### config.mk
export PLATFORM = sky130hd
export DESIGN_NAME = muldiv_unit
export DESIGN_NICKNAME = d
export VERILOG_FILES = /design/src/rtl/muldiv_unit.sv
export SDC_FILE = /design/constraint.sdc
export NUM_CORES = 1
export LEC_CHECK = 0
export BUFFER_PORTS_ARGS = -buffer_cell sky130_fd_sc_hd__buf_2
export CAP_MARGIN = 20
export CORE_UTILIZATION = 25
export CTS_BUF_LIST = sky130_fd_sc_hd__clkbuf_8
export DETAILED_ROUTE_END_ITERATION = 10
export SLEW_MARGIN = 25
export SYNTH_ARGS = -nofsm -noshare
export SYNTH_HDL_FRONTEND = slang
export SYNTH_SLANG_ARGS = --single-unit
### constraint.sdc
create_clock -name clk -period 3.45 [get_ports clk]
set_input_delay 0.1725 -clock clk [delete_from_list [all_inputs] [get_ports clk]]
set_output_delay 0.1725 -clock clk [all_outputs]
set_load 0.005 [all_outputs]
### src/rtl/muldiv_unit.sv
// Iterative radix-2 multiply/divide unit for HI/LO operations (one step per cycle).
// Optional MADD/MSUB accumulation is enabled by defining MULDIV_ACCUM_EN.
module muldiv_unit #(
    parameter int WIDTH = 32
) (
    input  logic               clk,
    input  logic               rst,
    input  logic               start_i,
    input  logic               annul_i,
    input  logic [2:0]         op_i,
    input  logic [WIDTH-1:0]   opdata1_i,
    input  logic [WIDTH-1:0]   opdata2_i,
    input  logic [WIDTH-1:0]   hi_i,
    input  logic [WIDTH-1:0]   lo_i,
    output logic [2*WIDTH-1:0] result_o,
    output logic               ready_o,
    output logic               busy_o,
    output logic               div_zero_o
);
    localparam int CW = $clog2(WIDTH);

    typedef enum logic [1:0] {IDLE, CALC, FIX, DONE} state_e;

    state_e             state_q;
    logic [CW-1:0]      cnt_q;
    logic [WIDTH-1:0]   a_q, b_q;
    logic [2*WIDTH-1:0] acc_q;
    logic               div_q, neg_res_q, neg_dvd_q;
    logic [2*WIDTH-1:0] result_q;
    logic               ready_q, busy_q, div_zero_q;
`ifdef MULDIV_ACCUM_EN
    logic [WIDTH-1:0]   hi_q, lo_q;
    logic               madd_q, msub_q;
`else
    logic               unused_accum;
    assign unused_accum = ^{hi_i, lo_i};
`endif

    // Operand decode at the accepting edge: signed ops work on magnitudes.
    logic               op_signed, op_div, s1, s2, dz_accept;
    logic [WIDTH-1:0]   abs1, abs2;
    assign op_signed = ~op_i[0];
    assign op_div    = op_i[2] & op_i[1];
    assign s1        = op_signed & opdata1_i[WIDTH-1];
    assign s2        = op_signed & opdata2_i[WIDTH-1];
    assign abs1      = s1 ? -opdata1_i : opdata1_i;
    assign abs2      = s2 ? -opdata2_i : opdata2_i;
    assign dz_accept = op_div && (opdata2_i == '0);

    logic [WIDTH:0]     mul_sum, rem_sh;
    logic [WIDTH-1:0]   rem_sub, quot_fix, rem_fix;
    logic               rem_ge;
    logic [2*WIDTH-1:0] acc_step_d, prod_fix, fix_res_d;

    always_comb begin
        // NOTE: every combinational output gets a default first so no latch is inferred.
        acc_step_d = acc_q;
        fix_res_d  = '0;

        mul_sum = {1'b0, acc_q[2*WIDTH-1:WIDTH]} + {1'b0, {WIDTH{acc_q[0]}} & a_q};
        rem_sh  = acc_q[2*WIDTH-1:WIDTH-1];
        rem_ge  = rem_sh >= {1'b0, b_q};
        rem_sub = rem_sh[WIDTH-1:0] - b_q;

        if (div_q)
            acc_step_d = {rem_ge ? rem_sub : rem_sh[WIDTH-1:0], acc_q[WIDTH-2:0], rem_ge};
        else
            acc_step_d = {mul_sum, acc_q[WIDTH-1:1]};

        quot_fix = neg_res_q ? -acc_q[WIDTH-1:0] : acc_q[WIDTH-1:0];
        rem_fix  = neg_dvd_q ? -acc_q[2*WIDTH-1:WIDTH] : acc_q[2*WIDTH-1:WIDTH];
        prod_fix = neg_res_q ? -acc_q : acc_q;

        if (div_q)
            fix_res_d = {rem_fix, quot_fix};
        else
            fix_res_d = prod_fix;
`ifdef MULDIV_ACCUM_EN
        if (madd_q)
            fix_res_d = {hi_q, lo_q} + prod_fix;
        else if (msub_q)
            fix_res_d = {hi_q, lo_q} - prod_fix;
`endif
    end

    always_ff @(posedge clk) begin
        if (rst) begin
            state_q    <= IDLE;
            cnt_q      <= '0;
            a_q        <= '0;
            b_q        <= '0;
            acc_q      <= '0;
            div_q      <= 1'b0;
            neg_res_q  <= 1'b0;
            neg_dvd_q  <= 1'b0;
            result_q   <= '0;
            ready_q    <= 1'b0;
            busy_q     <= 1'b0;
            div_zero_q <= 1'b0;
`ifdef MULDIV_ACCUM_EN
            hi_q       <= '0;
            lo_q       <= '0;
            madd_q     <= 1'b0;
            msub_q     <= 1'b0;
`endif
        end else begin
            ready_q <= 1'b0;
            case (state_q)
                IDLE: begin
                    if (start_i && !annul_i) begin
                        a_q        <= abs1;
                        b_q        <= abs2;
                        acc_q      <= {{WIDTH{1'b0}}, op_div ? abs1 : abs2};
                        div_q      <= op_div;
                        neg_res_q  <= s1 ^ s2;
                        neg_dvd_q  <= s1;
                        cnt_q      <= '0;
                        result_q   <= '0;
                        busy_q     <= 1'b1;
`ifdef MULDIV_ACCUM_EN
                        hi_q       <= hi_i;
                        lo_q       <= lo_i;
                        madd_q     <= (op_i[2:1] == 2'b01);
                        msub_q     <= (op_i[2:1] == 2'b10);
`endif
                        if (dz_accept) begin
                            state_q    <= DONE;
                            ready_q    <= 1'b1;
                            div_zero_q <= 1'b1;
                        end else begin
                            state_q    <= CALC;
                            div_zero_q <= 1'b0;
                        end
                    end
                end
                CALC, FIX: begin
                    if (annul_i) begin
                        state_q    <= IDLE;
                        cnt_q      <= '0;
                        result_q   <= '0;
                        div_zero_q <= 1'b0;
                        busy_q     <= 1'b0;
                    end else if (state_q == CALC) begin
                        acc_q <= acc_step_d;
                        cnt_q <= cnt_q + 1'b1;
                        if (cnt_q == CW'(WIDTH - 1)) begin
                            cnt_q   <= '0;
                            state_q <= FIX;
                        end
                    end else begin
                        result_q <= fix_res_d;
                        ready_q  <= 1'b1;
                        state_q  <= DONE;
                    end
                end
                // The pulse already went out this cycle, so annul here changes nothing.
                DONE: begin
                    state_q <= IDLE;
                    busy_q  <= 1'b0;
                end
                default: begin
                    state_q <= IDLE;
                    busy_q  <= 1'b0;
                end
            endcase
        end
    end

    assign result_o   = result_q;
    assign ready_o    = ready_q;
    assign busy_o     = busy_q;
    assign div_zero_o = div_zero_q;
endmodule

Word level (Yosys, flattened, before mapping)
Cells that the tools add are included.
W data, S select, Z words.
{ "classes": {"n_mul": 0, "magnitude_cmp": 1, "n_reduce_logical": 14, "shift": 0, "n_div": 0, "eq_ne": 11, "add_sub_neg": 8, "n_mux": 38, "bitwise": 6} }
{ "op_table": {"columns": ["operator", "count"], "rows": [
  ["$mux W64", 9],
  ["$pmux W64 S2", 2],
  ["$mux W32", 6],
  ["$neg A32 Y32", 4],
  ["$neg A64 Y64", 1],
  ["$add A32 B32 Y33", 1],
  ["$ge A33 B32 Y1", 1],
  ["$and A32 B32 Y32", 1],
  ["$logic_not A32 Y1", 1],
  ["$sub A32 B32 Y32", 1],
  ["$mux W5", 4],
  ["$mux W2", 5],
  ["$pmux W5 S2", 1],
  ["$reduce_and A3 Y1", 3],
  ["$ne A2 B2 Y1 const B", 4],
  ["$mux W1", 7],
  ["$ne A3 B3 Y1 const B", 2],
  ["$pmux W2 S3", 1],
  ["$reduce_and A2 Y1", 3],
  ["$add A5 B1 Y5 const B", 1],
  ["$eq A5 B5 Y1 const B", 1],
  ["$eq A2 B2 Y1 const B", 2],
  ["$ne A4 B4 Y1 const B", 1],
  ["$pmux W1 S2", 2],
  ["11 further kinds", 14]
]} }
{ "word_totals": {"romBits": 0, "word_cells": 90, "ff_bits": 205, "mem_bits_rw": 0, "latchBits": 0, "memories": 0} }

Logic depth before layout (Yosys ltp)
{ "logic_depth": {"ltp_word": 6, "depth_mapped": 15} }

Least setup slack after synthesis
No wires, ideal clock.
{ "synth_path": {"path_type": "flip-flop to flip-flop", "start": "register acc_q[0]", "end": "register acc_q[62]", "t_required_ns": 3.323, "path_stages_with_launch": 15, "synth_period_minus_slack_ns": 3.204, "arrival_ns": 3.077, "n_path_buf": 2, "slack_ns": 0.246, "path_cell_list": "dfxtp_1 clkbuf_1 clkbuf_1 nand2_1 inv_1 ha_1 a211oi_1 o21bai_1 o21ai_0 o311a_1 a31oi_1 a31oi_1 o21a_1 a311oi_1 or3_1"} }
{ "synth_between": {"elab_chain_cells": 6} }
{ "synth_lines": {"columns": ["element", "line", "source"], "rows": [
  ["from (decl)", "27", "logic [2*WIDTH-1:0] acc_q;"],
  ["from (signal assigned)", "113", "acc_q <= {{WIDTH{1'b0}}, op_div ? abs1 : abs2};"],
  ["from (signal assigned)", "144", "acc_q <= acc_step_d;"],
  ["$and A32 B32 Y32", "60", "mul_sum = {1'b0, acc_q[2*WIDTH-1:WIDTH]} + {1'b0, {WIDTH{acc_q[0]}} & a_q};"],
  ["$add A32 B32 Y33", "60", null],
  ["$mux W64", "65", "if (div_q)"],
  ["$mux W64", "143", "end else if (state_q == CALC) begin"],
  ["$mux W64", "137", "if (annul_i) begin"],
  ["$pmux W64 S2", "108", "case (state_q)"]
]} }
Every way passes these cells. The select of a mux whose other input is x is not followed.
A chain may end at the register's enable or synchronous reset.

Worst setup path after layout
{ "layout_path": {"start": "register acc_q[20]", "end": "register result_q[48] (netlist: result_o[48])"} }
{ "layout_between": {"elab_chain_cells": 6} }
{ "layout_lines": {"columns": ["element", "line", "source"], "rows": [
  ["$neg A64 Y64", "72", "prod_fix = neg_res_q ? -acc_q : acc_q;"],
  ["$mux W64", "72", null],
  ["$mux W64", "74", "if (div_q)"],
  ["$mux W64", "143", null],
  ["$mux W64", "137", null],
  ["$pmux W64 S2", "108", null],
  ["to (signal assigned)", "151", "result_q <= fix_res_d;"],
  ["to (decl)", "29", "logic [2*WIDTH-1:0] result_q;"]
]} }
Every way passes these cells. The select of a mux whose other input is x is not followed.

==> metrics.txt <==
status completed; met2 Use GR about 33%; Synth Register Bits 205; Post-route DRC 0; GR Overflow Total 0; crit path kind flip-flop to flip-flop; mapped cell area 14900 um^2; die area 60500 um^2; CP endpoint kind flip-flop; FILL cells 6285; worst hold path class input port to flip-flop; die span in y 246 um; DP Worst Slack 104 ps; drt via density 5.22; all-layer global routing usage 18.7%; Synth Flop Type dfxtp_1; final wirelength 57900 um; Final Skew approximately 39 ps; fin crit period approximately 3300 ps; crit path max fanout 8; Max Fclk about 300 MHz; Post-Syn Nets 2162; met3 Track Usage GR 2.60%; clk root buf clkbuf_8; Pins Over Slew Limit 0; TritonCTS Buffers 40; first-pass GRT wire length 87100 um; Top Usage Layer GRT met2; Worst Setup Start Kind flip-flop; Worst R2R Path Depth 9; Area after DPL about 17000 um^2; R2R Setup Slk about 150 ps; mean routed wirelength per cell 19.8 um; total clock sinks ~210; EDFF count, synth 0; initial cell density of the core 25.3%; DR iter-0 viols ~1200; crit path DAT 3800 ps; P&R area growth vs syn 20.5%; Rel. slew slack between 40% and 50%; initial antenna violation count 1; FFs w/ async S/R, synth 0%; H-tree depth 2; CTS tree done; Crit path largest cell delay 590 ps; Worst R2R End result_o[48]; Crit path depth 9; Worst Setup EP result_o[48]; WP data required 3940 ps; PnR worst setup slack about 150 ps; Synth Area per Inst 7.63 um^2; Crit path buffers/inverters 0; VDD IR max 523 uV; most area-consuming cells after synthesis dfxtp_1 (28%), ha_1 (6.3%), nor2_1 (6.1%), xnor2_1 (5.7%), a21oi_1 (4.8%); fin nets 2333; post-route cell area 17900 um^2; Leakage 7.50 nW; clock-pin slew on the worst setup and hold paths 70 ps; MaxCap Viol Count 0; final antenna-violating net count 0; worst-skew pair later-pin latency 620 ps; # Post-CTS Setup Buffers 0; worst path cell trace or4_4 > or4_4 > or3_1 > nor3_1 > nand2b_1 > and3_1 > a31oi_1 > xor2_1 > a22o_1; vias in the first global route around 15000; site row count 89; hold slack 35.3 ps; pin count of the biggest net entering global routing roughly 130; DR vias 15300; drt first pass iters 5; Hold Violations, Final 0; CP top delay family simple AND/OR/NAND/NOR gates; fin crit share 95.8%; final-report setup violation count 0; Ports 202; share of cells above drive strength 1 between 10% and 20%; Unique masters post-synth between 70 and 80; met1 usage 22.9%; dominant cell type by area after synthesis dfxtp_1; CP startpoint acc_q[20]; DP HPWL 45500 um; Syn Inst Count 1950; Buffers on Ports between 100 and 150; maximum root-to-sink buffer count 3; DIE WIDTH 246 um; YS warnings 0; post-synthesis sequential area ratio 27.6%; RSZ-0062 raised after global routing false; top cell type's share of synthesized area 27.6%; worst-margin pin slew 822 ps; Placeable Area 58900 um^2; worst r2r src acc_q[20]; pwr dens 607 nW/um^2; most used cell, CP or4_4; GP Congestion 0.961; setup_tns 0 ps; Slowest-stage cell, CP or4_4
-- per-layer routing --
| metal | vias to the layer above | part of all wire, % |
|---|---|---|
| met2 | 457 | 49 |
| met4 | 0 | 4.0 |
| met1 | 7274 | 43 |
| met3 | 103 | 4.3 |
| met5 | - | 0 |
| li1 | 7419 | - |
-- cells in the mapped netlist (all sizes together), types with 38 or more instances --
library cell / number
xnor2: 96
a21oi: 144
a211oi: 89
a22oi: 51
nor2: 243
nand2: 154
ha: 75
dfxtp: 205
clkbuf: 114
nor3: 43
xor2: 77
and2: 38
o21ai: 111
inv: 74
-- worst min path at each step --
stage / start / to / slack, ps / cells past startpoint
5_1_grt: opdata2_i[30] / b_q[30] / 20 / 3
6_report: opdata2_i[30] / b_q[30] / 40 / 3
2_1_floorplan: opdata1_i[0] / a_q[0] / 310 / 2
4_1_cts: opdata2_i[12] / b_q[12] / 2 / 3
3_5_place_dp: a_q[0] / a_q[0] / 440 / 2
3_3_place_gp: a_q[0] / a_q[0] / 440 / 2
-- cell usage in the layout (no fill, tap or decap), types with 11 or more instances in the layout --
cell type      netlist  final
a211oi_1            89     88
a21o_1              25     25
a21oi_1            144    142
a22o_1              34     34
a22oi_1             51     51
a311oi_1            12     12
a31oi_1             24     23
and2_1              38     38
buf_2                5    136
buf_4                1    100
clkbuf_8             0     47
dfxtp_1            205    203
dlygate4sd3_1        0     19
ha_1                75     75
inv_1               74     86
mux2i_1             37     37
nand2_1            154    154
nand2b_1            17     17
nand3_1             27     27
nand4_1             15     15
nor2_1             243    238
nor2b_1             13     13
nor3_1              42     41
nor4_1              14     14
o211ai_1            15     15
o21a_1              15     15
o21ai_0            108    108
o21bai_1            11     11
o31ai_1             24     23
o41ai_1             15     15
or3_1               21     21
or4_1               11     11
xnor2_1             96     96
xor2_1              77     77
-- area by class of cell --
type,count,area [um^2],area share [%]
tap,773,967,5.40
antenna,1,2.50,0.0140
sequential,205,4110,22.9
timing repair buffer,259,1700,9.50
clock inverter,22,166,0.929
multi-input combinational,1541,10000,56.1
inverter,74,278,1.55
clock buffer,47,647,3.61
-- worst min-delay path, stage by stage --
cell      delay [ps]
buf_2            110
xor2_1           200
a211oi_1         100
-- timing repair --
action / 4_1_cts / 5_1_grt
setup endpoints to repair: 0 / 33
endpoints found under the hold margin: 30 / 0
hold buffers: 19 / 0
gates resized for setup: 0 / 6
-- stage by stage --
step	instances	utilization [%]	total power, W
after global placement	2833	28.7	0.00813
final	2922	30.4	0.0109
after global routing	2922	30.4	0.0115
after detailed placement	2833	28.7	0.00822
after CTS	2921	30.4	0.0108
after floorplan	1950	-	0.00652
-- cells by family (layout without fill, tap and decap cells) --
logic type | Yosys count | after routing | share of synthesized area, %
other | 0 | 1 | 0
adder cells (fa/ha/maj) | 77 | 77 | 6.58
XOR/XNOR | 173 | 173 | 10.2
AND/OR/NAND/NOR | 624 | 624 | 19.4
flip-flops | 205 | 205 | 27.6
multiplexers | 45 | 45 | 3.10
buffers and inverters | 204 | 402 | 5.27
AO/OA/AOI/OAI | 622 | 622 | 27.9
-- state kept, by name, indices dropped and copies added (netlist names) --
register	flops
result_o	64
b_q	32
a_q	32
busy_o	1
div_zero_o	1
neg_dvd_q	1
div_q	1
neg_res_q	1
ready_o	1
cnt_q	5
state_q	2
acc_q	64
-- power by group --
part,internal [W],leakage [nW],switching [W]
Sequential,0.00274,1.67,0.000405
Combinational,0.00190,5.37,0.00325
Clock,0.00140,0.468,0.00117
(Power assumes the default switching activity.)
